File: config.mk
export PLATFORM = sky130hd
export DESIGN_NAME = rx_byte_fifo
export DESIGN_NICKNAME = d
export VERILOG_FILES = /design/src/rtl/rx_byte_fifo.sv
export SDC_FILE = /design/constraint.sdc
export NUM_CORES = 1
export LEC_CHECK = 0
export CORE_ASPECT_RATIO = 0.5
export CORE_MARGIN = 5
export CORE_UTILIZATION = 30
export CTS_BUF_LIST = sky130_fd_sc_hd__clkbuf_4 sky130_fd_sc_hd__clkbuf_8
export DETAILED_ROUTE_END_ITERATION = 8
export PLACE_DENSITY = 0.48
export SLEW_MARGIN = 30
export SYNTH_ARGS = -nofsm -noshare
export SYNTH_HDL_FRONTEND = slang
export SYNTH_SLANG_ARGS = --single-unit
File: constraint.sdc
create_clock -name baud_clk -period 3.2 [get_ports baud_clk]
set_clock_uncertainty 0.2 [all_clocks]
set_input_delay 0.96 -clock baud_clk [delete_from_list [all_inputs] [get_ports baud_clk]]
set_output_delay 0.96 -clock baud_clk [all_outputs]
set_load 0.005 [all_outputs]
File: src/rtl/rx_byte_fifo.sv
// rx_byte_fifo
// Receive-side first-word-fall-through buffer placed directly after the UART
// receiver. Each completed frame is captured on a one-cycle wr_valid strobe
// as {parity_err, stop_err, data[7:0]}. The frame is held until the consumer
// takes it through the rd_valid/rd_ready handshake.
//
// Handshake: rd_valid is high while the FIFO holds at least one entry, and
// rd_* then shows the head entry. An entry is consumed on a rising edge where
// rd_valid and rd_ready are both 1. rd_ready has no effect while rd_valid is
// 0. The write side has no back-pressure. A frame that arrives while the FIFO
// is full and no pop happens in the same cycle is lost, and overflow is set.
//
// Ports:
//   baud_clk        system clock, rising edge
//   reset           asynchronous active-low reset
//   wr_valid        one-cycle strobe per received frame
//   wr_data         received byte
//   wr_parity_err   parity error of the frame
//   wr_stop_err     stop error of the frame
//   rd_ready        consumer accepts the head entry
//   rd_valid        head entry present
//   rd_data         head byte (0 while empty)
//   rd_parity_err   head parity flag (0 while empty)
//   rd_stop_err     head stop flag (0 while empty)
//   fill_count      number of stored entries, 0..DEPTH
//   full, empty     fill status
//   overflow        sticky lost-frame flag
//   clr_overflow    synchronous clear of overflow
//   err_drop_count  saturating count of errored frames discarded (DROP_ERR=1)
//
// DEPTH must be a power of two, at least 2, and equal to 2**ADDR_W.

module rx_byte_fifo #(
  parameter int DEPTH    = 16,
  parameter int ADDR_W   = 4,
  parameter int DROP_ERR = 0
) (
  input  logic              baud_clk,
  input  logic              reset,
  input  logic              wr_valid,
  input  logic [7:0]        wr_data,
  input  logic              wr_parity_err,
  input  logic              wr_stop_err,
  input  logic              rd_ready,
  output logic              rd_valid,
  output logic [7:0]        rd_data,
  output logic              rd_parity_err,
  output logic              rd_stop_err,
  output logic [ADDR_W:0]   fill_count,
  output logic              full,
  output logic              empty,
  output logic              overflow,
  input  logic              clr_overflow,
  output logic [7:0]        err_drop_count
);

  localparam logic            drop_en  = (DROP_ERR != 0);
  localparam logic [ADDR_W:0] full_cnt = (ADDR_W+1)'(DEPTH);
  localparam logic [ADDR_W:0] cnt_one  = (ADDR_W+1)'(1);
  localparam logic [ADDR_W-1:0] ptr_one = ADDR_W'(1);

  // Storage is deliberately not reset. The empty-gating on rd_* hides any
  // stale contents.
  logic [9:0]        mem [DEPTH];
  logic [ADDR_W-1:0] wr_ptr;
  logic [ADDR_W-1:0] rd_ptr;
  logic [9:0]        head;

  logic frame_err;
  logic drop_frame;
  logic push;
  logic pop;
  logic ovf_set;

  assign frame_err  = wr_parity_err | wr_stop_err;
  assign drop_frame = drop_en & wr_valid & frame_err;

  assign empty    = (fill_count == '0);
  assign full     = (fill_count == full_cnt);
  assign rd_valid = ~empty;

  assign pop  = rd_valid & rd_ready;
  // When the FIFO is full, a push in the same cycle as a pop reuses the slot
  // being freed.
  assign push    = wr_valid & ~drop_frame & (~full | pop);
  // A frame removed by the error filter is never a lost frame.
  assign ovf_set = wr_valid & ~drop_frame & full & ~pop;

  assign head          = mem[rd_ptr];
  assign rd_data       = empty ? 8'h00 : head[7:0];
  assign rd_stop_err   = empty ? 1'b0  : head[8];
  assign rd_parity_err = empty ? 1'b0  : head[9];

  always_ff @(posedge baud_clk) begin
    if (push) begin
      mem[wr_ptr] <= {wr_parity_err, wr_stop_err, wr_data};
    end
  end

  always_ff @(posedge baud_clk or negedge reset) begin
    if (!reset) begin
      wr_ptr     <= '0;
      rd_ptr     <= '0;
      fill_count <= '0;
    end else begin
      if (push) wr_ptr <= wr_ptr + ptr_one;
      if (pop)  rd_ptr <= rd_ptr + ptr_one;
      case ({push, pop})
        2'b10:   fill_count <= fill_count + cnt_one;
        2'b01:   fill_count <= fill_count - cnt_one;
        default: fill_count <= fill_count;
      endcase
    end
  end

  // A new loss in the same cycle as a clear takes priority over the clear.
  always_ff @(posedge baud_clk or negedge reset) begin
    if (!reset) begin
      overflow <= 1'b0;
    end else if (ovf_set) begin
      overflow <= 1'b1;
    end else if (clr_overflow) begin
      overflow <= 1'b0;
    end
  end

  always_ff @(posedge baud_clk or negedge reset) begin
    if (!reset) begin
      err_drop_count <= '0;
    end else if (drop_frame && err_drop_count != 8'hFF) begin
      err_drop_count <= err_drop_count + 8'd1;
    end
  end

endmodule

# After elaboration in Yosys (flattened, before gate mapping)
# Memories as Yosys holds them, arrays and structs flattened.
# Index checks and enable logic that the tools add are counted.
# op_classes
n_addsub	4
mux	8
n_reduce_logical	3
eq_ne	3
bitwise	8
# ops
cell	count
case mux 5 bit (2 select lines)	1
adder 4 x 1 -> 4 bit, second input constant	2
2-to-1 mux 8 bit	1
2-to-1 mux 1 bit	6
adder 5 x 1 -> 5 bit, second input constant	1
equality test 5 bit, second input constant	1
zero test 5 bit	1
subtractor 5 x 1 -> 5 bit, second input constant	1
bitwise AND 1 bit	4
nonzero test 2 bit	2
inverter 1 bit	3
equality test 2 x 1 -> 1 bit, second input constant	1
equality test 2 bit, second input constant	1
bitwise OR 1 bit	1
# word_totals
word_cells	31
ramBits	160
input_bits	15
out_inout_bits	27
mem_count	1
reg_bits	14
# memory_table
memory	depth	width	rd	rd_clocked_by_memory_dff	write_ports	line	source
mem	16	10	1	0	1	64	logic [9:0] mem [DEPTH];

# Depth between registers and ports, before layout
# Gate-level depths: netlist of the first run.
# depth
ltp_word	7
depth_mapped	13
depth_no_buf	11

# Least setup slack after synthesis of the first run
# No wires, ideal clock.
# synth_timing
path_type	reg2reg
startpoint	register fill_count[1]
endpoint	register fill_count[4]
stages_incl_launch_ff	14
required_ns	2.906
path_slack_ns	-0.306
n_path_buf	3
arrival_time_ns	3.212
path_cell_list	dfrtp_1 buf_6 or4_4 o31a_4 clkinv_2 buf_4 ha_1 clkbuf_1 xor2_1 ha_1 or2_2 a31oi_1 mux2_2 a211oi_1
# synth_via
elab_chain_len	7
word_cells_on_any_way	13
# synth_lines
element	line	source
start: declaration	49	output logic [ADDR_W:0] fill_count,
start signal: assignment	109	2'b10: fill_count <= fill_count + cnt_one;
start signal: assignment	110	2'b01: fill_count <= fill_count - cnt_one;
start signal: assignment	111	default: fill_count <= fill_count;
zero test 5 bit	78	assign empty = (fill_count == '0);
inverter 1 bit	80	assign rd_valid = ~empty;
bitwise AND 1 bit	82	assign pop = rd_valid & rd_ready;
bitwise OR 1 bit	85	assign push = wr_valid & ~drop_frame & (~full | pop);
bitwise AND 1 bit	85	
equality test 2 x 1 -> 1 bit / equality test 2 bit (equally long branches)	108	case ({push, pop})
case mux 5 bit (2 select lines) / nonzero test 2 bit (equally long branches)	--	
# Several ways; a longest one is shown, not always the timed one.
# A chain may end at the register's enable or synchronous reset.

# Worst setup path after layout of the first run
# layout_timing
startpoint	register rd_ptr[1]
endpoint	output port rd_data[6]
# layout_via
elab_chain_len	2
# layout_lines
element	line	source
start: declaration	66	logic [ADDR_W-1:0] rd_ptr;
start signal: assignment	107	if (pop) rd_ptr <= rd_ptr + ptr_one;
memory read (16 x 10 bit)	--	
2-to-1 mux 8 bit	90	assign rd_data = empty ? 8'h00 : head[7:0];
end: declaration	46	output logic [7:0] rd_data,
# Every way passes these cells.

==> metrics.log, run 1 <==
[metrics] run status: complete, but fails checks
[metrics] violated checks: negative setup slack
[metrics] number of top-level pins: 42
[metrics] pin count of the biggest net entering global routing: 27
[metrics] highest-count cells in the layout ignoring fill and taps: 160 x sky130_fd_sc_hd__edfxtp_1, 46 x sky130_fd_sc_hd__buf_4, 40 x sky130_fd_sc_hd__mux4_2, 20 x sky130_fd_sc_hd__clkdlybuf4s50_1, 17 x sky130_fd_sc_hd__clkbuf_8
[metrics] TNS Setup: -1760 ps
[metrics] cell depth of the worst setup path: 7
[metrics] length in cells of the worst reg-to-reg path: 13
[metrics] worst path setup slack after routing: -231 ps
[metrics] Net count, final: 499
[metrics] most used flip-flop cell after synthesis: sky130_fd_sc_hd__edfxtp_1
[metrics] data arrival at the endpoint of the critical path: 2270 ps
[metrics] reg-to-reg startpoint: fill_count[3]$_DFFE_PN0P_
[metrics] number of enable flip-flop cells after synthesis: 160
[metrics] mean number of vias per cell: 4.57
[metrics] first element of the critical path: rd_ptr[1]$_DFFE_PN0P_
[metrics] count of endpoints failing setup in the final report: 10
[metrics] Final HPWL DP: 9630 um
[metrics] number of input and output port buffers inserted: 33
[metrics] starting density of the core: 30.2%
[metrics] max-slew violation count: 0
[metrics] final estimated routing congestion in global placement: 0.760
[metrics] chain of cells forming the critical path: buf_12, buf_6, mux4_2, mux2_4, o21ai_2, a21oi_2, buf_2
[metrics] share of flip-flops with an asynchronous set or reset after synthesis: 8.05%
[metrics] critical path class: reg -> out
[metrics] number of violations reported at the end of detailed-routing iteration 0: 172
[metrics] leakage power: 3.10 nW
[metrics] nature of the critical path startpoint: register
[metrics] Crit. End Element: output pin
[metrics] Synth cell types: 39
[metrics] first-pass GRT wire length: 24,300 um
[metrics] total of flip-flops plus latches after synthesis: 174
[metrics] Hold Path Class: reg -> reg
[metrics] biggest fanout along the worst timing path: 6
[metrics] layout cells sized above 1: 40.2%
[metrics] maximum vdd drop: 332 uV
[metrics] gr ovfl total: 0
[metrics] number of instances in the synthesized netlist: 378
[metrics] RSZ-0062 raised after global routing: yes
[metrics] TritonCTS clock tree: yes
[metrics] post-detailed-route count of antenna-violating nets: 0
[metrics] clock transition at the register clock pins on the worst setup and hold paths after CTS: 90 ps
[metrics] worst slew pin tran: 743 ps
[metrics] number of antenna violations at the first check in global routing: 0
[metrics] number of remaining DRC errors: 0
[metrics] Area growth, synth to finish: 25.0%
[metrics] number of H-tree levels: 4
[metrics] area enclosed by the die boundary: 27,300 um2
[metrics] final period demand of the worst path: 3430 ps
[metrics] fin area: 8980 um2
[metrics] Tot GR Track Use: 12.1%
[metrics] post-detailed-route wirelength per cell: 19.8 um
[metrics] CP top delay family: multiplexers
[metrics] number of vias in the routed layout: 3,666
[metrics] portion of the post-synthesis area used by sequential elements: 71.8%
[metrics] number of buffers inserted during clock tree synthesis: 17
[metrics] max-cap violation count: 0
[metrics] diode insertion count for antenna repair: 0
[metrics] minimum setup slack among reg-to-reg paths: 10 ps
[metrics] post-layout power: 7.57 mW
[metrics] Root Buffer Master: sky130_fd_sc_hd__clkbuf_8
[metrics] end point of the critical path: rd_data[6]
[metrics] sink count of the clock tree: 174
[metrics] most frequent standard cell in the layout excluding fill and tap cells: sky130_fd_sc_hd__edfxtp_1
[metrics] cell row count: 40
[metrics] count of yosys warnings during synthesis: 0
[metrics] number of global-route vias before repair: 3,929
[metrics] Die Y-Extent: 119 um
[metrics] drt pass-1 iters: 4
[metrics] max frequency: 0.291 GHz
[metrics] Die W: 229 um
[metrics] Critical R2R Capture: fill_count[4]$_DFFE_PN0P_
[metrics] Buf+Inv Stages, Crit Path: 3
[metrics] count of filler cells inserted in the layout: 2,181
[metrics] final hold viol count: 0
[metrics] average size of a mapped cell: 19.0 um2
[metrics] fin cells: 803
[metrics] Synth Cell Area: 7180 um2
[metrics] final worst-path cycle share: 107%
[metrics] Relative slew margins: 50.5%
[metrics] total wirelength of the detailed-routed design: 15,900 um
[metrics] instance area at placement: 8280 um2
[metrics] Longest Clk Path Bufs: 2
[metrics] placed cell count: 748
[metrics] critical path's slowest cell: sky130_fd_sc_hd__mux4_2
[metrics] Crit path largest cell delay: 490 ps
[metrics] areal power density over the cells: 843 nW/um2
[metrics] core area: 23,800 um2
[metrics] data required time of the worst path: 2040 ps
[metrics] utilization after layout: 37.8%
[metrics] clock latency on the worst-skew pair: 450 ps
[metrics by stage]
stage	hold WS [ps]	setup slack [ps]
3_5_place_dp	292	-266
2_1_floorplan	287	-57.6
4_1_cts	313	-292
5_1_grt	341	-360
3_3_place_gp	318	-219
6_report	314	-231
[worst register-to-register path: stages, from the launching register on]
cell and delay (ps):
sky130_fd_sc_hd__dfrtp_1 390, sky130_fd_sc_hd__or4_4 550, sky130_fd_sc_hd__nand2b_4 180, sky130_fd_sc_hd__buf_4 130
sky130_fd_sc_hd__buf_4 120, sky130_fd_sc_hd__nand2_2 70, sky130_fd_sc_hd__inv_2 50, sky130_fd_sc_hd__ha_4 150
sky130_fd_sc_hd__xor2_1 150, sky130_fd_sc_hd__ha_2 180, sky130_fd_sc_hd__or2_2 270, sky130_fd_sc_hd__a31oi_1 150
sky130_fd_sc_hd__mux2_2 360, sky130_fd_sc_hd__a211oi_2 140
[final cells by class]
type	count	area [um2]	share of cell area (%)
clock buffer	18	241	2.69
sequential	174	5160	57.4
multi-input combinational	173	2000	22.3
clock inverter	14	180	2.01
tap	315	394	4.39
inverter	9	38.8	0.432
timing repair buffer	100	966	10.8
[timing repair]
action / CTS / global route
gates resized for setup: 72 / 16
setup buffers: 19 / 4
gates cloned: 1 / 1
pin swaps: 4 / 5
hold buffers: 0 / 0
setup endpoints to repair: 13 / 14
[worst min-delay path by stage]
stage	from	to	depth (start not counted)	slack, ps
after floorplan	overflow$_DFFE_PN0P_	overflow$_DFFE_PN0P_	1	290
after global placement	overflow$_DFFE_PN0P_	overflow$_DFFE_PN0P_	1	320
after detailed placement	overflow$_DFFE_PN0P_	overflow$_DFFE_PN0P_	1	290
after CTS	overflow$_DFFE_PN0P_	overflow$_DFFE_PN0P_	1	310
after global routing	overflow$_DFFE_PN0P_	overflow$_DFFE_PN0P_	1	340
final	overflow$_DFFE_PN0P_	overflow$_DFFE_PN0P_	1	310
[Yosys cell counts (all sizes together) (7+ instances only)]
cell      n  area, um2
nand3     7       35.0
xnor2     9       78.8
mux2     13        146
nand2    11       41.3
mux4     40        901
edfxtp  160       4800
a21oi    12       60.1
clkbuf    7       26.3
inv       8       30.0
mux2i    10        100
dfrtp    14        350
nor2     10       40.0
buf      22        155
o21ai    13       65.1
ha        9        113
[layer usage]
metal	global-route usage, %	share of wire [%]
met1	17.2	50
met2	18.5	45
met3	3.62	4.1
met4	2.70	0.58
met5	0	0
[cells by family after synthesis]
group	synth area share, %
AO/OA/AOI/OAI	2.75
XOR/XNOR	1.22
adder cells (fa/ha/maj)	1.57
buffers and inverters	3.01
flip-flops	71.8
multiplexers	16.0
other	0.0522
AND/OR/NAND/NOR	3.67
[report_power, final]
part / internal, mW / switching, mW
sequential: 2.77 / 0.184
combinational: 1.66 / 1.34
clock: 0.736 / 0.875
total: 5.17 / 2.40
[flip-flops by register name, summed over array words and instances (netlist names)]
signal,cells
rd_ptr,4
wr_ptr,4
overflow,1
mem,160
fill_count,5
(Power assumes the default switching activity.)
==> run 2: changes to the inputs <==
==> constraint.sdc (replaced) <==
create_clock -name baud_clk -period 3.2 [get_ports baud_clk]
set_clock_uncertainty 0.2 [all_clocks]
set_input_delay 0.8 -clock baud_clk [delete_from_list [all_inputs] [get_ports baud_clk]]
set_output_delay 0.8 -clock baud_clk [all_outputs]
set_load 0.005 [all_outputs]
==> metrics.log, run 2 (same netlist as run 1, synthesis figures left out) <==
[metrics] number of top-level pins: 42 (unchanged)
[metrics] sink count of the clock tree: 174 (unchanged)
[metrics] number of antenna violations at the first check in global routing: 0 (unchanged)
[metrics] internal power summed over all cells: 5.10 mW (-1.4%)
[metrics] area enclosed by the die boundary: 27,300 um2 (unchanged)
[metrics] Hold Path Class: reg -> reg
[metrics] Net count, final: 486 (-2.6%)
[metrics] mean number of vias per cell: 4.56 (about the same)
[metrics] number of H-tree levels: 4 (unchanged)
[metrics] number of hold buffers added after CTS: 0 (unchanged)
[metrics] met3 wire length: 584 um (-10%)
[metrics] violated checks: negative setup slack
[metrics] run status: complete, but fails checks
[metrics] gr ovfl total: 0 (unchanged)
[metrics] TNS Setup: -221 ps (+1540 ps)
[metrics] RSZ-0062 raised after global routing: yes
[metrics] highest routing layer actually used: met4
[metrics] pin count of the biggest net entering global routing: 31 (+15%)
[metrics] TritonCTS clock tree: yes
[metrics] Longest Clk Path Bufs: 2 (unchanged)
[metrics] fin area: 8790 um2 (-2.1%)
[metrics] number of vias in the routed layout: 3,606 (-1.6%)
[metrics] post-detailed-route count of antenna-violating nets: 0 (unchanged)
[metrics] total wirelength of the detailed-routed design: 15,600 um (-2.2%)
[metrics] post-detailed-route wirelength per cell: 19.7 um (-0.57%)
[metrics] core area: 23,800 um2 (unchanged)
[metrics] net switching power: 2.33 mW (-3.1%)
[metrics] top register by number of flip-flops: mem
[metrics] number of flip-flops under the largest register name: 160 (unchanged)
[metrics] nature of the critical path startpoint: register
[metrics] worst slew pin tran: 748 ps (+5.13 ps)
[metrics] number of input and output port buffers inserted: 33 (unchanged)
[metrics] max-cap violation count: 0 (unchanged)
[metrics] Die W: 229 um (unchanged)
[metrics] highest-count cells in the layout ignoring fill and taps: 160 x sky130_fd_sc_hd__edfxtp_1, 42 x sky130_fd_sc_hd__buf_4, 40 x sky130_fd_sc_hd__mux4_2, 20 x sky130_fd_sc_hd__clkdlybuf4s50_1, 17 x sky130_fd_sc_hd__clkbuf_8
[metrics] layout cells sized above 1: 37.5% (-2.7 points)
[metrics] leakage power: 3.01 nW (-3.0%)
[metrics] Area growth, synth to finish: 22.4%
[metrics] first-pass GRT wire length: 23,700 um (-2.5%)
[metrics] Die Y-Extent: 119 um (unchanged)
[metrics] most frequent standard cell in the layout excluding fill and tap cells: sky130_fd_sc_hd__edfxtp_1
[metrics] final worst-path cycle share: 102% (-5.3 points)
[metrics] worst path setup slack after routing: -62.3 ps (+169 ps)
[metrics] number of remaining DRC errors: 0 (unchanged)
[metrics] biggest fanout along the worst timing path: 5 (-1)
[metrics] count of endpoints failing setup in the final report: 7 (-3)
[metrics] Crit. End Element: output pin
[metrics] worst-case setup slack after placement: -137 ps (+129 ps)
[metrics] data required time of the worst path: 2200 ps (+160 ps)
[metrics] post-layout power: 7.43 mW (-1.9%)
[metrics] proportion of power drawn by the clock network: 21.9% (+0.6 points)
[metrics] Root Buffer Master: sky130_fd_sc_hd__clkbuf_8
[metrics] metal1 wirelength: 7420 um (-7.0%)
[metrics] diode insertion count for antenna repair: 0 (unchanged)
[metrics] drt pass-1 iters: 4 (unchanged)
[metrics] number of global-route vias before repair: 3,886 (-1.1%)
[metrics] largest registers ranked by flip-flop count: mem x160, fill_count x5
[metrics] clock latency on the worst-skew pair: 450 ps (about the same)
[metrics] Flop pwr share: 39.8% (+0.7 points)
[metrics] total met2 wirelength after detailed routing: 7480 um (+3.7%)
[metrics] fraction of power consumed by combinational cells: 38.3% (-1.4 points)
[metrics] starting density of the core: 30.2% (unchanged)
[metrics] instance area at placement: 8180 um2 (-1.2%)
[metrics] final estimated routing congestion in global placement: 0.738 (-2.8%)
[metrics] Relative slew margins: 50.1% (-0.34 points)
[metrics] number of violations reported at the end of detailed-routing iteration 0: 214 (+24%)
[metrics] maximum vdd drop: 297 uV (-11%)
[metrics] final period demand of the worst path: 3260 ps (-169 ps)
[metrics] switching fraction of total power: 31.4% (-0.38 points)
[metrics] cell row count: 40 (unchanged)
[metrics] max frequency: 0.307 GHz (+5.2%)
[metrics] areal power density over the cells: 845 nW/um2 (+0.21%)
[metrics] final hold viol count: 0 (unchanged)
[metrics] Final HPWL DP: 9640 um (about the same)
[metrics] critical path class: reg -> out
[metrics] Tot GR Track Use: 11.9% (-0.24 points)
[metrics] data arrival at the endpoint of the critical path: 2260 ps (about the same)
[metrics] number of buffers inserted during clock tree synthesis: 17 (unchanged)
[metrics] clock transition at the register clock pins on the worst setup and hold paths after CTS: 90 ps (about the same)
[metrics] max-slew violation count: 0 (unchanged)
==> run 2: changes by cell type in the layout (fill, tap and decap cells not counted), moves of 2 or more <==
cell                            before  now
sky130_fd_sc_hd__inv_1               6    8
sky130_fd_sc_hd__buf_12             11    5
sky130_fd_sc_hd__mux2_2              5    7
sky130_fd_sc_hd__inv_2               2    0
sky130_fd_sc_hd__mux2_4              8    6
sky130_fd_sc_hd__dlygate4sd2_1       0    3
sky130_fd_sc_hd__clkinv_8            2    0
sky130_fd_sc_hd__buf_4              46   42
==> run 2: critical path, stage by stage, from the launching register on <==
cell and delay, ps:
sky130_fd_sc_hd__dfrtp_2 470, sky130_fd_sc_hd__buf_12 140, sky130_fd_sc_hd__buf_6 100, sky130_fd_sc_hd__mux4_2 480, sky130_fd_sc_hd__mux2_4 290, sky130_fd_sc_hd__o21ai_4 140
sky130_fd_sc_hd__a21oi_4 50, sky130_fd_sc_hd__buf_2 140
==> run 2: power by group through the flow <==
stage,registers (mW),logic [mW],clock network [mW]
floorplan,2.92,1.67,0
global route,2.99,3.12,1.77
finish,2.95,2.85,1.62
CTS,2.96,2.89,1.67
detailed placement,3.00,2.70,0
global placement,2.99,2.71,0
==> run 2: final cells by class <==
cell class | instances | area, um2
clock inverters | 14 | 179
well taps | 315 | 394
multi-input cells | 173 | 2010
inverters | 9 | 38.8
clock buffers | 18 | 241
flip-flops and latches | 174 | 5160
fillers | 2207 | 15000
repair buffers | 87 | 771
==> run 2: per-stage QoR <==
step / utilization (%) / instances / hold WS (ps)
6_report: 37.0 / 790 / 320
3_5_place_dp: 34.4 / 743 / 297
5_1_grt: 37.0 / 790 / 339
3_3_place_gp: 34.4 / 743 / 310
2_1_floorplan: - / 385 / 287
4_1_cts: 36.9 / 791 / 328
==> run 2: layer usage <==
layer | vias to the layer above | track usage (%)
met5 | - | 0
met4 | 0 | 3.26
met3 | 5 | 3.03
met2 | 53 | 18.8
met1 | 1886 | 16.4
li1 | 1662 | -
==> run 2: final timing paths <==
kind	from	endpoint	slack (ps)	cells after the start
max in group asynchronous	reset	rd_ptr[0]$_DFFE_PN0P_	1760	1
min in group asynchronous	reset	fill_count[2]$_DFFE_PN0P_	560	1
setup reg to reg	fill_count[0]$_DFFE_PN0P_	fill_count[4]$_DFFE_PN0P_	120	11
hold / removal	overflow$_DFFE_PN0P_	overflow$_DFFE_PN0P_	320	1
hold reg to reg	overflow$_DFFE_PN0P_	overflow$_DFFE_PN0P_	320	1
setup / recovery	rd_ptr[1]$_DFFE_PN0P_	rd_data[1]	-60	7
==> run 2: timing repair <==
action                                  4_1_cts  5_1_grt
gates resized for setup                      65       10
endpoints found under the setup margin       12       11
pin swaps                                     4        6
setup buffers                                15        0
cloned                                        1        0
